===== src/rtl/cache_pkg.sv =====
// Shared types and address-field helpers for the cache controller.
// Helpers work on a 64-bit container; callers size-cast to their own widths.
package cache_pkg;

    typedef enum logic [2:0] {
        IDLE,
        COMPARE,
        WRITEBACK,
        REFILL,
        INSTALL,
        DONE
    } state_t;

    localparam int ADDR_MAX        = 64;
    localparam int WORDS_PER_BLOCK = 64;
    localparam int SET_LSB         = 6;
    localparam int TAG_LSB         = 14;

    function automatic logic [ADDR_MAX-1:0] bit_field(input logic [ADDR_MAX-1:0] a,
                                                      input int lsb, input int w);
        return (a >> lsb) & ((64'd1 << w) - 64'd1);
    endfunction

    function automatic logic [ADDR_MAX-1:0] addr_tag(input logic [ADDR_MAX-1:0] a,
                                                     input int tag_lsb, input int tag_w);
        return bit_field(a, tag_lsb, tag_w);
    endfunction

    function automatic logic [ADDR_MAX-1:0] addr_set(input logic [ADDR_MAX-1:0] a,
                                                     input int set_lsb, input int set_w);
        return bit_field(a, set_lsb, set_w);
    endfunction

    function automatic logic [ADDR_MAX-1:0] addr_offset(input logic [ADDR_MAX-1:0] a,
                                                        input int off_w);
        return bit_field(a, 0, off_w);
    endfunction

    function automatic logic [ADDR_MAX-1:0] make_addr(input logic [ADDR_MAX-1:0] tag,
                                                      input logic [ADDR_MAX-1:0] set,
                                                      input logic [ADDR_MAX-1:0] offset,
                                                      input int set_w, input int off_w);
        return (tag << (set_w + off_w)) | (set << off_w) | offset;
    endfunction

endpackage


===== src/rtl/cache_stats.sv =====
// Saturating hit/miss counters; the whole module exists only with CACHE_STATS_EN.
// A hit on the lookup that follows INSTALL is the tail of a miss and is not counted.
`ifdef CACHE_STATS_EN
module cache_stats
    import cache_pkg::*;
(
    input  logic        clk,
    input  logic        reset,
    input  logic        compare,
    input  logic        install,
    input  logic        hit,
    output logic [31:0] hit_count,
    output logic [31:0] miss_count
);

    logic relookup;

    function automatic logic [31:0] sat_inc(input logic [31:0] v);
        return (v == 32'hFFFF_FFFF) ? v : v + 32'd1;
    endfunction

    always_ff @(posedge clk) begin
        if (reset) begin
            relookup   <= 1'b0;
            hit_count  <= '0;
            miss_count <= '0;
        end else begin
            if (install) begin
                relookup <= 1'b1;
            end else if (compare) begin
                relookup <= 1'b0;
            end
            if (compare && hit && !relookup) begin
                hit_count <= sat_inc(hit_count);
            end
            if (compare && !hit) begin
                miss_count <= sat_inc(miss_count);
            end
        end
    end

endmodule
`endif


===== src/rtl/cache_ctrl.sv =====
// Sequencing FSM for a 4-way set-associative cache: lookup, dirty writeback, refill, install.
// Optional CACHE_STATS_EN adds hit_count/miss_count outputs.
module cache_ctrl
    import cache_pkg::*;
#(
    parameter int ADDRESS_WIDTH = 32,
    parameter int OFFSET_WIDTH  = $clog2(WORDS_PER_BLOCK),
    parameter int SET_WIDTH     = TAG_LSB - SET_LSB,
    parameter int TAG_WIDTH     = ADDRESS_WIDTH - TAG_LSB
) (
    input  logic                     clk,
    input  logic                     reset,
    input  logic                     cpu_req,
    input  logic                     cpu_we,
    input  logic [ADDRESS_WIDTH-1:0] cpu_addr,
    output logic                     cpu_done,
    output logic [ADDRESS_WIDTH-1:0] arr_addr,
    input  logic                     arr_hit,
    input  logic                     arr_victim_dirty,
    input  logic [TAG_WIDTH-1:0]     arr_victim_tag,
    output logic                     arr_rd,
    output logic                     arr_wr,
    output logic                     arr_fill_we,
    output logic                     arr_install,
    output logic                     arr_lru_touch,
    output logic                     mem_req,
    output logic                     mem_we,
    output logic [ADDRESS_WIDTH-1:0] mem_addr,
    input  logic                     mem_ack
`ifdef CACHE_STATS_EN
    ,
    output logic [31:0]              hit_count,
    output logic [31:0]              miss_count
`endif
);

    localparam int SET_LO = OFFSET_WIDTH;
    localparam int TAG_LO = OFFSET_WIDTH + SET_WIDTH;

    state_t                  state, state_n;
    logic [OFFSET_WIDTH-1:0] beat, beat_n;
    logic                    latch_req, latch_victim;

    logic [ADDRESS_WIDTH-1:0] addr_q;
    logic                     we_q;
    logic [TAG_WIDTH-1:0]     vtag_q;

    logic [TAG_WIDTH-1:0]     req_tag;
    logic [SET_WIDTH-1:0]     req_set;
    logic [ADDRESS_WIDTH-1:0] blk_addr, wb_addr;

    assign req_tag  = TAG_WIDTH'(addr_tag(ADDR_MAX'(addr_q), TAG_LO, TAG_WIDTH));
    assign req_set  = SET_WIDTH'(addr_set(ADDR_MAX'(addr_q), SET_LO, SET_WIDTH));
    assign blk_addr = ADDRESS_WIDTH'(make_addr(ADDR_MAX'(req_tag), ADDR_MAX'(req_set),
                                               ADDR_MAX'(beat), SET_WIDTH, OFFSET_WIDTH));
    assign wb_addr  = ADDRESS_WIDTH'(make_addr(ADDR_MAX'(vtag_q), ADDR_MAX'(req_set),
                                               ADDR_MAX'(beat), SET_WIDTH, OFFSET_WIDTH));

    always_ff @(posedge clk) begin
        if (reset) begin
            state <= IDLE;
            beat  <= '0;
        end else begin
            state <= state_n;
            beat  <= beat_n;
        end
    end

    // Request and victim fields are plain data: captured on demand, never reset.
    always_ff @(posedge clk) begin
        if (latch_req) begin
            addr_q <= cpu_addr;
            we_q   <= cpu_we;
        end
        if (latch_victim) begin
            vtag_q <= arr_victim_tag;
        end
    end

    always_comb begin
        state_n       = state;
        beat_n        = beat;
        latch_req     = 1'b0;
        latch_victim  = 1'b0;
        cpu_done      = 1'b0;
        arr_addr      = '0;
        arr_rd        = 1'b0;
        arr_wr        = 1'b0;
        arr_fill_we   = 1'b0;
        arr_install   = 1'b0;
        arr_lru_touch = 1'b0;
        mem_req       = 1'b0;
        mem_we        = 1'b0;
        mem_addr      = '0;
        case (state)
            IDLE: begin
                if (cpu_req) begin
                    latch_req = 1'b1;
                    state_n   = COMPARE;
                end
            end
            COMPARE: begin
                arr_addr = addr_q;
                if (arr_hit) begin
                    arr_rd        = !we_q;
                    arr_wr        = we_q;
                    arr_lru_touch = 1'b1;
                    state_n       = DONE;
                end else begin
                    beat_n = '0;
                    if (arr_victim_dirty) begin
                        latch_victim = 1'b1;
                        state_n      = WRITEBACK;
                    end else begin
                        state_n = REFILL;
                    end
                end
            end
            WRITEBACK: begin
                arr_rd   = 1'b1;
                arr_addr = blk_addr;
                mem_req  = 1'b1;
                mem_we   = 1'b1;
                mem_addr = wb_addr;
                if (mem_ack) begin
                    beat_n = beat + OFFSET_WIDTH'(1);
                    if (&beat) begin
                        state_n = REFILL;
                    end
                end
            end
            REFILL: begin
                arr_addr    = blk_addr;
                mem_req     = 1'b1;
                mem_addr    = blk_addr;
                arr_fill_we = mem_ack;
                if (mem_ack) begin
                    beat_n = beat + OFFSET_WIDTH'(1);
                    if (&beat) begin
                        state_n = INSTALL;
                    end
                end
            end
            INSTALL: begin
                arr_addr    = addr_q;
                arr_install = 1'b1;
                state_n     = COMPARE;
            end
            DONE: begin
                arr_addr = addr_q;
                cpu_done = 1'b1;
                state_n  = IDLE;
            end
            default: state_n = IDLE;
        endcase
    end

`ifdef CACHE_STATS_EN
    cache_stats u_stats (
        .clk        (clk),
        .reset      (reset),
        .compare    (state == COMPARE),
        .install    (state == INSTALL),
        .hit        (arr_hit),
        .hit_count  (hit_count),
        .miss_count (miss_count)
    );
`endif

endmodule


===== config.mk =====
export PLATFORM = sky130hd
export DESIGN_NAME = cache_ctrl
export DESIGN_NICKNAME = d
export VERILOG_FILES = /design/src/rtl/cache_pkg.sv /design/src/rtl/cache_stats.sv /design/src/rtl/cache_ctrl.sv
export SDC_FILE = /design/constraint.sdc
export NUM_CORES = 1
export LEC_CHECK = 0
export ABC_AREA = 0
export BUFFER_PORTS_ARGS = -buffer_cell sky130_fd_sc_hd__buf_2
export CAP_MARGIN = 10
export CORE_UTILIZATION = 40
export CTS_BUF_LIST = sky130_fd_sc_hd__clkbuf_4
export DETAILED_ROUTE_END_ITERATION = 12
export HOLD_SLACK_MARGIN = 0.06
export PLACE_DENSITY = 0.79
export SLEW_MARGIN = 40
export SYNTH_ARGS = -nofsm -noshare
export SYNTH_HDL_FRONTEND = slang
export SYNTH_SLANG_ARGS = --single-unit
export TNS_END_PERCENT = 100

===== constraint.sdc =====
create_clock -name clk -period 3.7 [get_ports clk]
set_input_delay 1.11 -clock clk [delete_from_list [all_inputs] [get_ports clk]]
set_output_delay 1.11 -clock clk [all_outputs]
set_load 0.05 [all_outputs]

==> impl_metrics.tcl <==
set metrics [dict create \
    status "finished with violations" \
    violations "design-rule violations" \
    fmax_mhz 301.2 \
    regArea_um2 1712 \
    cp_slowest_cell "dfxtp_1" \
    cts.repair.resized 0 \
    synthArstFlopShare_pct 0 \
    grt_pass1_vias 2065 \
    diodes 0 \
    finalHoldViolations 0 \
    num_vias 2110 \
    critPathTopFamily "flip-flops" \
    drtPass1Iterations 8 \
    start_util_pct 42.19 \
    cts_sinks 60 \
    cts_tree "built" \
    setup_tns_ns 0 \
    final_nets 408 \
    setup_slack_ns 0.3801 \
    port_buffers 128 \
    worstSetupPathType "reg -> out" \
    num_rows 29 \
    clk_latency_ns 0.37 \
    avgSynthCellArea_um2 12.51 \
    multi_input_area_um2 969.7 \
    gp_congestion 0.7786 \
    antenna_left 0 \
    synth_area_leader_cell "edfxtp_1" \
    setup_viol 0 \
    cts_root_buf "clkbuf_4" \
    maxCapViolCount 0 \
    worst_pin_slew_ns 0.5199 \
    fin_crit_sh_pct 89.73 \
    max-vdd-ir-drop_mv 0.3529 \
    cts_buffers 9 \
    drc_errors 8 \
    synth_fp_nets 277 \
    hold_buffers 0 \
    grt_use_total_pct 17.64 \
    worstPathMaxFanout 18 \
    drive_above_1_share_pct 43.94 \
    leakage_nw 1.705 \
    ios 129 \
    synth_edf_count 51 \
    die_h_um 84.77 \
    vias_per_cell 4.884 \
    hp-class "reg -> reg" \
    cp_slowest_stage_delay_ns 0.66 \
    cp.required_ns 2.59 \
    avgRoutedWirePerCell_um 14.49 \
    die_area_um2 7185 \
    maxSlewHeadroom_pct 65.29 \
    start_kind "flop" \
    synth-seq-cells 60 \
    synthCells 219 \
    slew_viol_final 0 \
    synth_ff_type "edfxtp_1" \
    drt_iter0_drc 82 \
    worstSetupEndpointType "primary output" \
    antenna_found_initial 0 \
    crit_arrival_ns 2.21 \
    wirelength_um 6258 \
    rsz0062_at_grt "no" \
    grt_max_degree 34 \
    grt_pass1_wl_um 9694 \
    crit_path_cell_trace "nor3_1, a21oi_2, buf_4, and2_1, buf_2" \
    synth_area_leaders "edfxtp_1 56%, and2_1 10%, dfxtp_1 6.6%, mux2i_1 6.6%, nor2_1 3.0%" \
    post-cts-setup-buffer-count 0 \
    utilization_pct 55.46 \
    clock_skew_ns 0.009705 \
    clk_pin_slew_ns 0.10 \
    ys.warnings.count 0 \
    fillers 608 \
    core-area_um2 6495 \
    syn_to_final_growth_pct 31.46 \
    ctsHtreeMaxLevel 3 \
    ys_types 33 \
    clk_path_buf_depth 2 \
    syn_area_um2 2740 \
    hpwl_um 4411 \
    period_needed_ns 3.320 \
    gr-total-overflow 0 \
    seq_area_frac_synth_pct 62.47 \
    power.density_nw_per_um2 614.7 \
    fp.dieW_um 84.77 \
    crit_buf_inv 2 \
    synth_top_area_share_pct 55.89 \
    dpl_worst_slack_ns 0.7474 \
]
[worst paths after layout]
path / slack [ns] / end / cells past startpoint / from
setup reg to reg: 1.67 / vtag_q[2] / 5 / state[0]
setup / recovery: 0.38 / arr_addr[31] / 5 / state[1]
hold reg to reg: 0.53 / beat[1] / 2 / beat[1]
hold / removal: 0.53 / beat[1] / 2 / beat[1]
[logic make-up (layout without fill, tap and decap cells)]
family,after synthesis,in the layout,synth area share (%)
buffers and inverters,16,152,2.374
DFF,60,60,62.47
muxes,22,22,8.219
AOI/OAI and AO/OA,25,25,6.348
and+or+nand+nor,95,95,20.14
adders and majority gates,1,1,0.4565
[power breakdown]
group	internal (mW)	switching [mW]	total, mW
Combinational	0.231	0.693	0.924
Sequential	0.809	0.0363	0.845
Clock	0.218	0.227	0.445
[final cells by class]
type / instances / area share (%)
Sequential cell: 60 / 47.52
Multi-Input combinational cell: 143 / 26.92
Timing Repair Buffer: 133 / 18.83
Tap cell: 77 / 2.675
Clock buffer: 11 / 2.292
Clock inverter: 5 / 1.459
Inverter: 3 / 0.3126
[cells in the final DEF (no fill, tap or decap)]
cell / count
nor2b_1: 1
and2_1: 43
buf_2: 128
o21bai_1: 1
bufinv_16: 1
nor3b_1: 7
buf_4: 5
and2_4: 1
a21oi_1: 6
nor4b_1: 1
o211a_1: 1
nand3b_1: 1
nor2_1: 22
o21ba_2: 1
o21ai_0: 2
a221oi_1: 1
inv_1: 3
dfxtp_1: 9
a2111oi_0: 1
nand3_1: 4
or4b_1: 1
a211oi_1: 1
nand2b_1: 3
and4_1: 1
and3_1: 3
clkinv_2: 3
a211o_1: 1
nor3_1: 5
clkinvlp_4: 1
mux2i_1: 18
edfxtp_1: 51
ha_1: 1
mux2_2: 4
clkbuf_4: 11
o211ai_1: 1
a21oi_2: 1
and3b_1: 2
a21o_1: 8
[layer usage]
metal / GRT usage, % / wire [µm] / up-vias
met5: 0 / 0 / -
met4: 7.242 / 69 / 0
met3: 3.540 / 350 / 7
met2: 30.52 / 3172 / 85
met1: 21.57 / 2666 / 968
li1: - / - / 1050
[state kept, by name, indices dropped and copies added, names as in the netlist]
name,cells
state,3
beat,6
addr_q,32
vtag_q,18
we_q,1
[Yosys cell counts, types with 4 or more instances]
cell type,number
dfxtp_1,9
clkbuf_1,8
nand3_1,4
nor3b_1,7
and2_1,44
nor3_1,5
a21oi_1,7
nor2_1,22
mux2i_1,18
buf_2,4
mux2_2,4
a21o_1,8
edfxtp_1,51
[through the flow]
| step | area (µm²) | cells | hold WS, ns | total power [mW] |
|---|---|---|---|---|
| 2_1_floorplan | 2740 | 219 | 0.4791 | 1.563 |
| 3_3_place_gp | 3466 | 416 | 0.5140 | 1.773 |
| 3_5_place_dp | 3466 | 416 | 0.5147 | 1.789 |
| 4_1_cts | 3601 | 432 | 0.5321 | 2.237 |
| 5_1_grt | 3602 | 432 | 0.5661 | 2.315 |
| 6_report | 3602 | 432 | 0.5286 | 2.214 |
[worst register-to-register path: cells and delay by family, from the launching register on]
| family | cells | cell delay, ns |
|---|---|---|
| buf+inv | 3 | 0.91 |
| flops | 1 | 0.35 |
| simple gates | 2 | 0.46 |
No activity file was read; power rests on OpenSTA's default activity.
